`src/rtl/simt_pc_unit.sv`:
```
// Per-block PC sequencer and divergence controller that sits beside the SIMT stack.
// Optional build macro: SIMT_PC_DIVERGE_CHECK_EN (uniform-branch checking plus the diverge_err output).
module simt_pc_unit #(
  parameter int PROGRAM_MEM_ADDR_BITS = 8,
  parameter int THREADS_PER_BLOCK     = 4
) (
  input  logic                             clk,
  input  logic                             reset,
  input  logic                             enable,
  input  logic [3:0]                       core_state,
  input  logic                             start,
  input  logic [THREADS_PER_BLOCK-1:0]     launch_mask,
  input  logic [PROGRAM_MEM_ADDR_BITS-1:0] current_pc,
  input  logic                             decoded_pc_mux,
  input  logic                             decoded_ssy,
  input  logic                             decoded_sync,
  input  logic                             decoded_ret,
  input  logic [2:0]                       decoded_nzp,
  input  logic [PROGRAM_MEM_ADDR_BITS-1:0] decoded_immediate,
  input  logic [3*THREADS_PER_BLOCK-1:0]   nzp,
  input  logic [PROGRAM_MEM_ADDR_BITS-1:0] branch_pc,
  input  logic [1:0]                       remain_route,
  output logic [THREADS_PER_BLOCK-1:0]     current_mask,
  output logic [THREADS_PER_BLOCK-1:0]     origin_mask,
  output logic [THREADS_PER_BLOCK-1:0]     active_mask,
  output logic [PROGRAM_MEM_ADDR_BITS-1:0] next_pc,
  output logic                             done,
  output logic [1:0]                       fsm_state
`ifdef SIMT_PC_DIVERGE_CHECK_EN
  ,
  output logic                             diverge_err
`endif
);

  localparam int N = PROGRAM_MEM_ADDR_BITS;
  localparam int T = THREADS_PER_BLOCK;
  localparam logic [3:0] CORE_IDLE    = 4'b0000;
  localparam logic [3:0] CORE_EXECUTE = 4'b0110;
  localparam logic [N-1:0] PC_ONE = {{(N-1){1'b0}}, 1'b1};

  typedef enum logic [1:0] {
    CONV   = 2'd0,
    PATH_A = 2'd1,
    PATH_B = 2'd2
  } state_t;

  state_t         state;
  state_t         state_next;
  logic [T-1:0]   taken;
  logic [N-1:0]   pc_inc;
  logic           exec;
  logic           launch;
  logic           br_take;

  assign exec      = enable && (core_state == CORE_EXECUTE);
  assign launch    = (core_state == CORE_IDLE) && start;
  assign pc_inc    = current_pc + PC_ONE;
  assign fsm_state = state;

  // Thread match against the branch condition, restricted to the threads running now.
  always_comb begin
    current_mask = '0;
    for (int i = 0; i < T; i++) begin
      current_mask[i] = (|(nzp[3*i +: 3] & decoded_nzp)) & active_mask[i];
    end
  end

`ifdef SIMT_PC_DIVERGE_CHECK_EN
  assign br_take = (current_mask == active_mask);
`else
  assign br_take = |current_mask;
`endif

  always_ff @(posedge clk) begin
    if (reset) begin
      state <= CONV;
    end else if (launch) begin
      state <= CONV;
    end else begin
      state <= state_next;
    end
  end

  // An SSY with no matching thread jumps straight to the second path.
  always_comb begin
    state_next = state;
    if (exec) begin
      if (decoded_ssy) begin
        state_next = (|current_mask) ? PATH_A : PATH_B;
      end else if (decoded_sync) begin
        state_next = (remain_route == 2'd2) ? PATH_B : CONV;
      end
    end
  end

  always_comb begin
    active_mask = origin_mask;
    case (state)
      PATH_A:  active_mask = origin_mask & taken;
      PATH_B:  active_mask = origin_mask & ~taken;
      default: active_mask = origin_mask;
    endcase
  end

  always_ff @(posedge clk) begin
    if (reset) begin
      next_pc     <= '0;
      origin_mask <= '1;
      taken       <= '0;
      done        <= 1'b0;
    end else if (launch) begin
      next_pc     <= '0;
      origin_mask <= launch_mask;
      taken       <= '0;
      done        <= 1'b0;
    end else if (exec) begin
      if (decoded_ssy) begin
        taken   <= current_mask;
        next_pc <= (|current_mask) ? pc_inc : decoded_immediate;
      end else if (decoded_sync) begin
        next_pc <= (remain_route == 2'd2) ? branch_pc : pc_inc;
      end else if (decoded_pc_mux) begin
        next_pc <= br_take ? decoded_immediate : pc_inc;
      end else if (decoded_ret) begin
        done    <= 1'b1;
        next_pc <= current_pc;
      end else begin
        next_pc <= pc_inc;
      end
    end
  end

`ifdef SIMT_PC_DIVERGE_CHECK_EN
  logic err_set;

  // Flag non-uniform branches, nested SSY and RET while paths are still split.
  always_comb begin
    err_set = 1'b0;
    if (decoded_ssy) begin
      err_set = (state != CONV);
    end else if (decoded_sync) begin
      err_set = 1'b0;
    end else if (decoded_pc_mux) begin
      err_set = (|current_mask) && (current_mask != active_mask);
    end else if (decoded_ret) begin
      err_set = (state != CONV);
    end
  end

  always_ff @(posedge clk) begin
    if (reset) begin
      diverge_err <= 1'b0;
    end else if (launch) begin
      diverge_err <= 1'b0;
    end else if (exec && err_set) begin
      diverge_err <= 1'b1;
    end
  end
`endif

endmodule

```
`config.mk`:
```
export PLATFORM = sky130hd
export DESIGN_NAME = simt_pc_unit
export DESIGN_NICKNAME = d
export VERILOG_FILES = /design/src/rtl/simt_pc_unit.sv
export SDC_FILE = /design/constraint.sdc
export NUM_CORES = 1
export LEC_CHECK = 0
export CAP_MARGIN = 20
export CORE_MARGIN = 2
export CORE_UTILIZATION = 45
export DETAILED_ROUTE_END_ITERATION = 8
export PLACE_DENSITY = 0.87
export SLEW_MARGIN = 20
export SYNTH_ARGS = -nofsm -noshare
export SYNTH_HDL_FRONTEND = slang
export SYNTH_SLANG_ARGS = --single-unit
```
`constraint.sdc`:
```
create_clock -name clk -period 4.67 [get_ports clk]
set_input_delay 0.7005 -clock clk [delete_from_list [all_inputs] [get_ports clk]]
set_output_delay 0.7005 -clock clk [all_outputs]
set_load 0.1 [all_outputs]
```
==> summary by stage <==
Worst setup path
The worst register-to-register path begins at fsm_state[0]. The kind of critical path is in -> out. By instance count, the cell type seen most on the critical path is sky130_fd_sc_hd__clkdlybuf4s50_1. The element type at the critical path start is an input port. STA classifies the critical path endpoint as an output port. The number of cells on the worst reg-to-reg path is 9. The critical register-to-register path endpoint is next_pc[0]. The cell family contributing the most delay on the critical path is buffers and inverters.

The buffering stage count on the worst path with inverters included is 2. The slowest stage of the critical path is the sky130_fd_sc_hd__clkdlybuf4s50_1 cell. The critical path starts at decoded_nzp[0]. The critical path goes through clkdlybuf4s50_1 -> a22o_1 -> o221a_4 -> clkdlybuf4s50_1. Of all nets on the critical path, the largest fanout is 4. The largest incremental delay on the critical path is 1.14 ns. Across all register-to-register paths, the minimum setup slack is 1.80 ns. The arrival time of the worst setup path is 2.76 ns.

STA puts the critical path data required time at 3.97 ns.

Floorplan
For this configuration, the core starts out at a cell density of 46.5%. The number of primary I/O pins is 80. The placeable core area is 0.00366 sq mm.

The die extent in y is 65.5 microns. The placement row count is 22. The floorplan step set the die width to approximately 66 microns. The die covers 0.00429 sq mm.

Detailed routing
Wires add up to 5.01 mm. The antenna violation net count after detailed routing is 0. The count of TritonRoute iterations in the first routing pass is 4. In the routed design, unresolved DRC markers number 0. In the routed layout, each cell is associated on average with a via count of about 5.7. The number of DRC markers after the initial detailed-route iteration is 126.

The final route contains 1817 vias. The average wire length per cell after detail routing is 15.6 microns.

Clock tree
After clock tree synthesis, the setup repair step added 0 buffers. The clock drives 19 sinks. TritonCTS built the clock tree.

TritonCTS created 3 clock buffers. The tree is rooted in a sky130_fd_sc_hd__clkbuf_8. The clock passes through at most 2 buffers. For the worst-skew pair, the clock arrives at the later sink with an insertion delay of 0.25 ns. The number of buffers added to fix hold violations after cts is 0. The total number of H-tree levels is 1. The number of gates resized after CTS was 0. The clock transition at the registers of the reported paths is roughly 0.07 ns.

Synth
The Yosys step of the flow raised 0 warnings. The number of enable-type register cells in the synthesized netlist is 0. The synthesized flop and latch total is 19. In this run the cell area of the synthesized design comes to 0.00170 sq mm. The most used flip-flop cell after synthesis is sky130_fd_sc_hd__dfxtp_1. For this run, asynchronously set or reset flops after synthesis account for 0%.

A synthesized cell averages 8.47 sq um. The number of nets handed over by synthesis was 260. The share of the Yosys chip area taken by registers is 22.3%. The cell count after synthesis came out at 201. The netlist uses between 40 and 50 different library cells.

Power
In this run the power density over the cells is 199 mW/mm^2. In this run the static leakage power is 0.000932 uW. The final total power is 497 uW.

The worst ir drop on vdd is 0.177 mV.

STA
Setup violations remaining at the end of the flow were counted as 0. Setup repair after global routing left no endpoint under its margin. After routing, the total negative slack on setup checks comes to 0 ns.

The fmax is just under 0.3 GHz. The post-layout minimum cycle time is ~3.5 ns. For the final database, setup skew stands at 0.00296 ns.

The number of pins exceeding their max-slew limit in the final report is 0. The max-slew headroom at the worst pin is 33.1%. The share of the clock period used by the worst path is roughly three quarters. The slew at the pin closest to its max-slew limit is around 1.0 ns. The count of endpoints failing hold in the final timing report is 0.

Final layout
The area growth from synthesis to final layout is 46.7%. Summing all flip-flop and latch instances after layout gives 380 sq um. The post-route cell area is 0.00250 sq mm. The antenna diode instance count is 0. The number of nets in the layout is 333. In the final layout, the multi-input gates occupy around 0.0012 sq mm. Of the cells placed in the final design, the portion with a size suffix greater than 1 is around 9.2%.

In the layout the commonest cells are sky130_fd_sc_hd__clkdlybuf4s50_1, sky130_fd_sc_hd__dfxtp_1, sky130_fd_sc_hd__nor2_1. Leaving out fill and tap cells, the most frequent cell in the layout is sky130_fd_sc_hd__clkdlybuf4s50_1. The number of filler instances in the final layout is 315.

Placed design
Summing all placed instances gives a cell area of 0.00245 sq mm. The post-detailed-placement half-perimeter wirelength is roughly 4 mm. At the end of routability-driven placement, the weighted congestion stood at around 0.93.

Port buffering added 79 buffers.

Job
The total of max-cap violations is 0.

Global route
Entering global routing, the biggest net connects 23 pins. After global routing the overflow that remains totals 0. The first global-routing pass estimated between 7 and 8 mm of wire.

The overall track demand over capacity in global routing is 22.9%. The via count of the first global-routing pass was 1661. The number of antenna violations at the first check in global routing came to 0.

Outcome
The flow ran to the end, and the final reports show no timing, DRC or antenna violations.

Hold path
The min-delay analysis places its worst path in the category reg -> reg. The path with the worst hold slack has its endpoint at taken[0]. The worst hold path passes through 2 cells. The worst hold path begins at taken[0].
-- logic make-up (layout without fill, tap and decap cells) --
kind of cell | count (synthesis) | count (layout) | share of synthesized area [%]
AOI/OAI and AO/OA | 62 | 62 | 26.5
and+or+nand+nor | 62 | 62 | 19.1
muxes | 22 | 22 | 13.5
DFF | 19 | 19 | 22.3
xor gates and xnor gates | 17 | 17 | 9.85
buffers and inverters | 17 | 89 | 7.20
adders and majority gates | 2 | 2 | 1.47
-- state kept, by name (all words and copies together), names as in the netlist --
name and count:
done 1, next_pc 8, origin_mask 4, taken 4, fsm_state 2
-- power breakdown --
group	internal (uW)	switching, uW
clock network	60.7	54.0
registers	165	2.19
logic	90.8	124
total	316	180
-- synthesized netlist by cell type (2+ instances only) --
cell,number,area share [%]
sky130_fd_sc_hd__o221a_2,2,1.3
sky130_fd_sc_hd__o21ai_1,4,1.2
sky130_fd_sc_hd__o21ai_0,14,4.1
sky130_fd_sc_hd__nand4_1,2,0.73
sky130_fd_sc_hd__nand2_1,14,3.1
sky130_fd_sc_hd__nor2_1,18,4.0
sky130_fd_sc_hd__xnor2_1,8,4.1
sky130_fd_sc_hd__a221oi_1,2,1.0
sky130_fd_sc_hd__mux2_2,2,1.3
sky130_fd_sc_hd__nand3_1,10,2.9
sky130_fd_sc_hd__clkbuf_1,4,0.88
sky130_fd_sc_hd__dfxtp_1,19,22
sky130_fd_sc_hd__mux2_1,6,4.0
sky130_fd_sc_hd__buf_6,3,2.0
sky130_fd_sc_hd__buf_4,2,0.88
sky130_fd_sc_hd__nor2b_1,5,1.8
sky130_fd_sc_hd__and2_2,4,1.8
sky130_fd_sc_hd__ha_1,2,1.5
sky130_fd_sc_hd__o21a_1,4,1.8
sky130_fd_sc_hd__inv_1,5,1.1
sky130_fd_sc_hd__o221a_4,2,2.4
sky130_fd_sc_hd__xor2_1,8,4.1
sky130_fd_sc_hd__a211oi_1,2,0.88
sky130_fd_sc_hd__a31oi_1,2,0.73
sky130_fd_sc_hd__o221ai_1,2,1.0
sky130_fd_sc_hd__a22o_2,3,1.8
sky130_fd_sc_hd__a211o_1,7,3.6
sky130_fd_sc_hd__mux2i_1,14,8.2
sky130_fd_sc_hd__clkbuf_8,2,1.6
sky130_fd_sc_hd__a21oi_1,9,2.6
sky130_fd_sc_hd__o22ai_1,5,1.8
sky130_fd_sc_hd__and2b_2,2,1.0
-- how the worst max path moves through the flow --
stage | slack, ns | cells after the start | to
final | 1.21 | 4 | current_mask[0]
after global routing | 1.16 | 4 | current_mask[0]
after CTS | 1.21 | 4 | current_mask[0]
after detailed placement | 1.22 | 4 | current_mask[0]
after global placement | 1.24 | 4 | current_mask[0]
after floorplan | 1.38 | 9 | next_pc[5]
-- worst min-delay path, delay by kind of cell (launching register included) --
| family | cells | cell delay, ns |
|---|---|---|
| flip-flops | 1 | 0.32 |
| AND/OR/NAND/NOR | 1 | 0.06 |
| AO/OA/AOI/OAI | 1 | 0.06 |
-- through the flow --
| step | hold WS (ns) | std cells | util [%] | setup slack, ns |
|---|---|---|---|---|
| 3_3_place_gp | 0.454 | 317 | 67.0 | 1.24 |
| 2_1_floorplan | 0.448 | 201 | - | 1.38 |
| 3_5_place_dp | 0.460 | 317 | 67.0 | 1.22 |
| 5_1_grt | 0.480 | 321 | 68.2 | 1.16 |
| 4_1_cts | 0.479 | 321 | 68.2 | 1.21 |
| 6_report | 0.479 | 321 | 68.2 | 1.21 |
-- final cells by class --
cell class	instances	area share (%)
timing repair buffer	80	31.8
tap	48	2.40
inverter	5	0.752
clock buffer	4	1.80
multi-input combinational	165	48.0
sequential	19	15.2
-- routing by layer --
layer,wire (microns),GRT usage (%),vias to the layer above
met3,328,3.60,11
met1,2140,29.3,847
met2,2460,39.2,73
met5,0,0,-
li1,-,-,886
met4,78,7.55,0
Note: power is estimated with default switching activity, not from simulation.
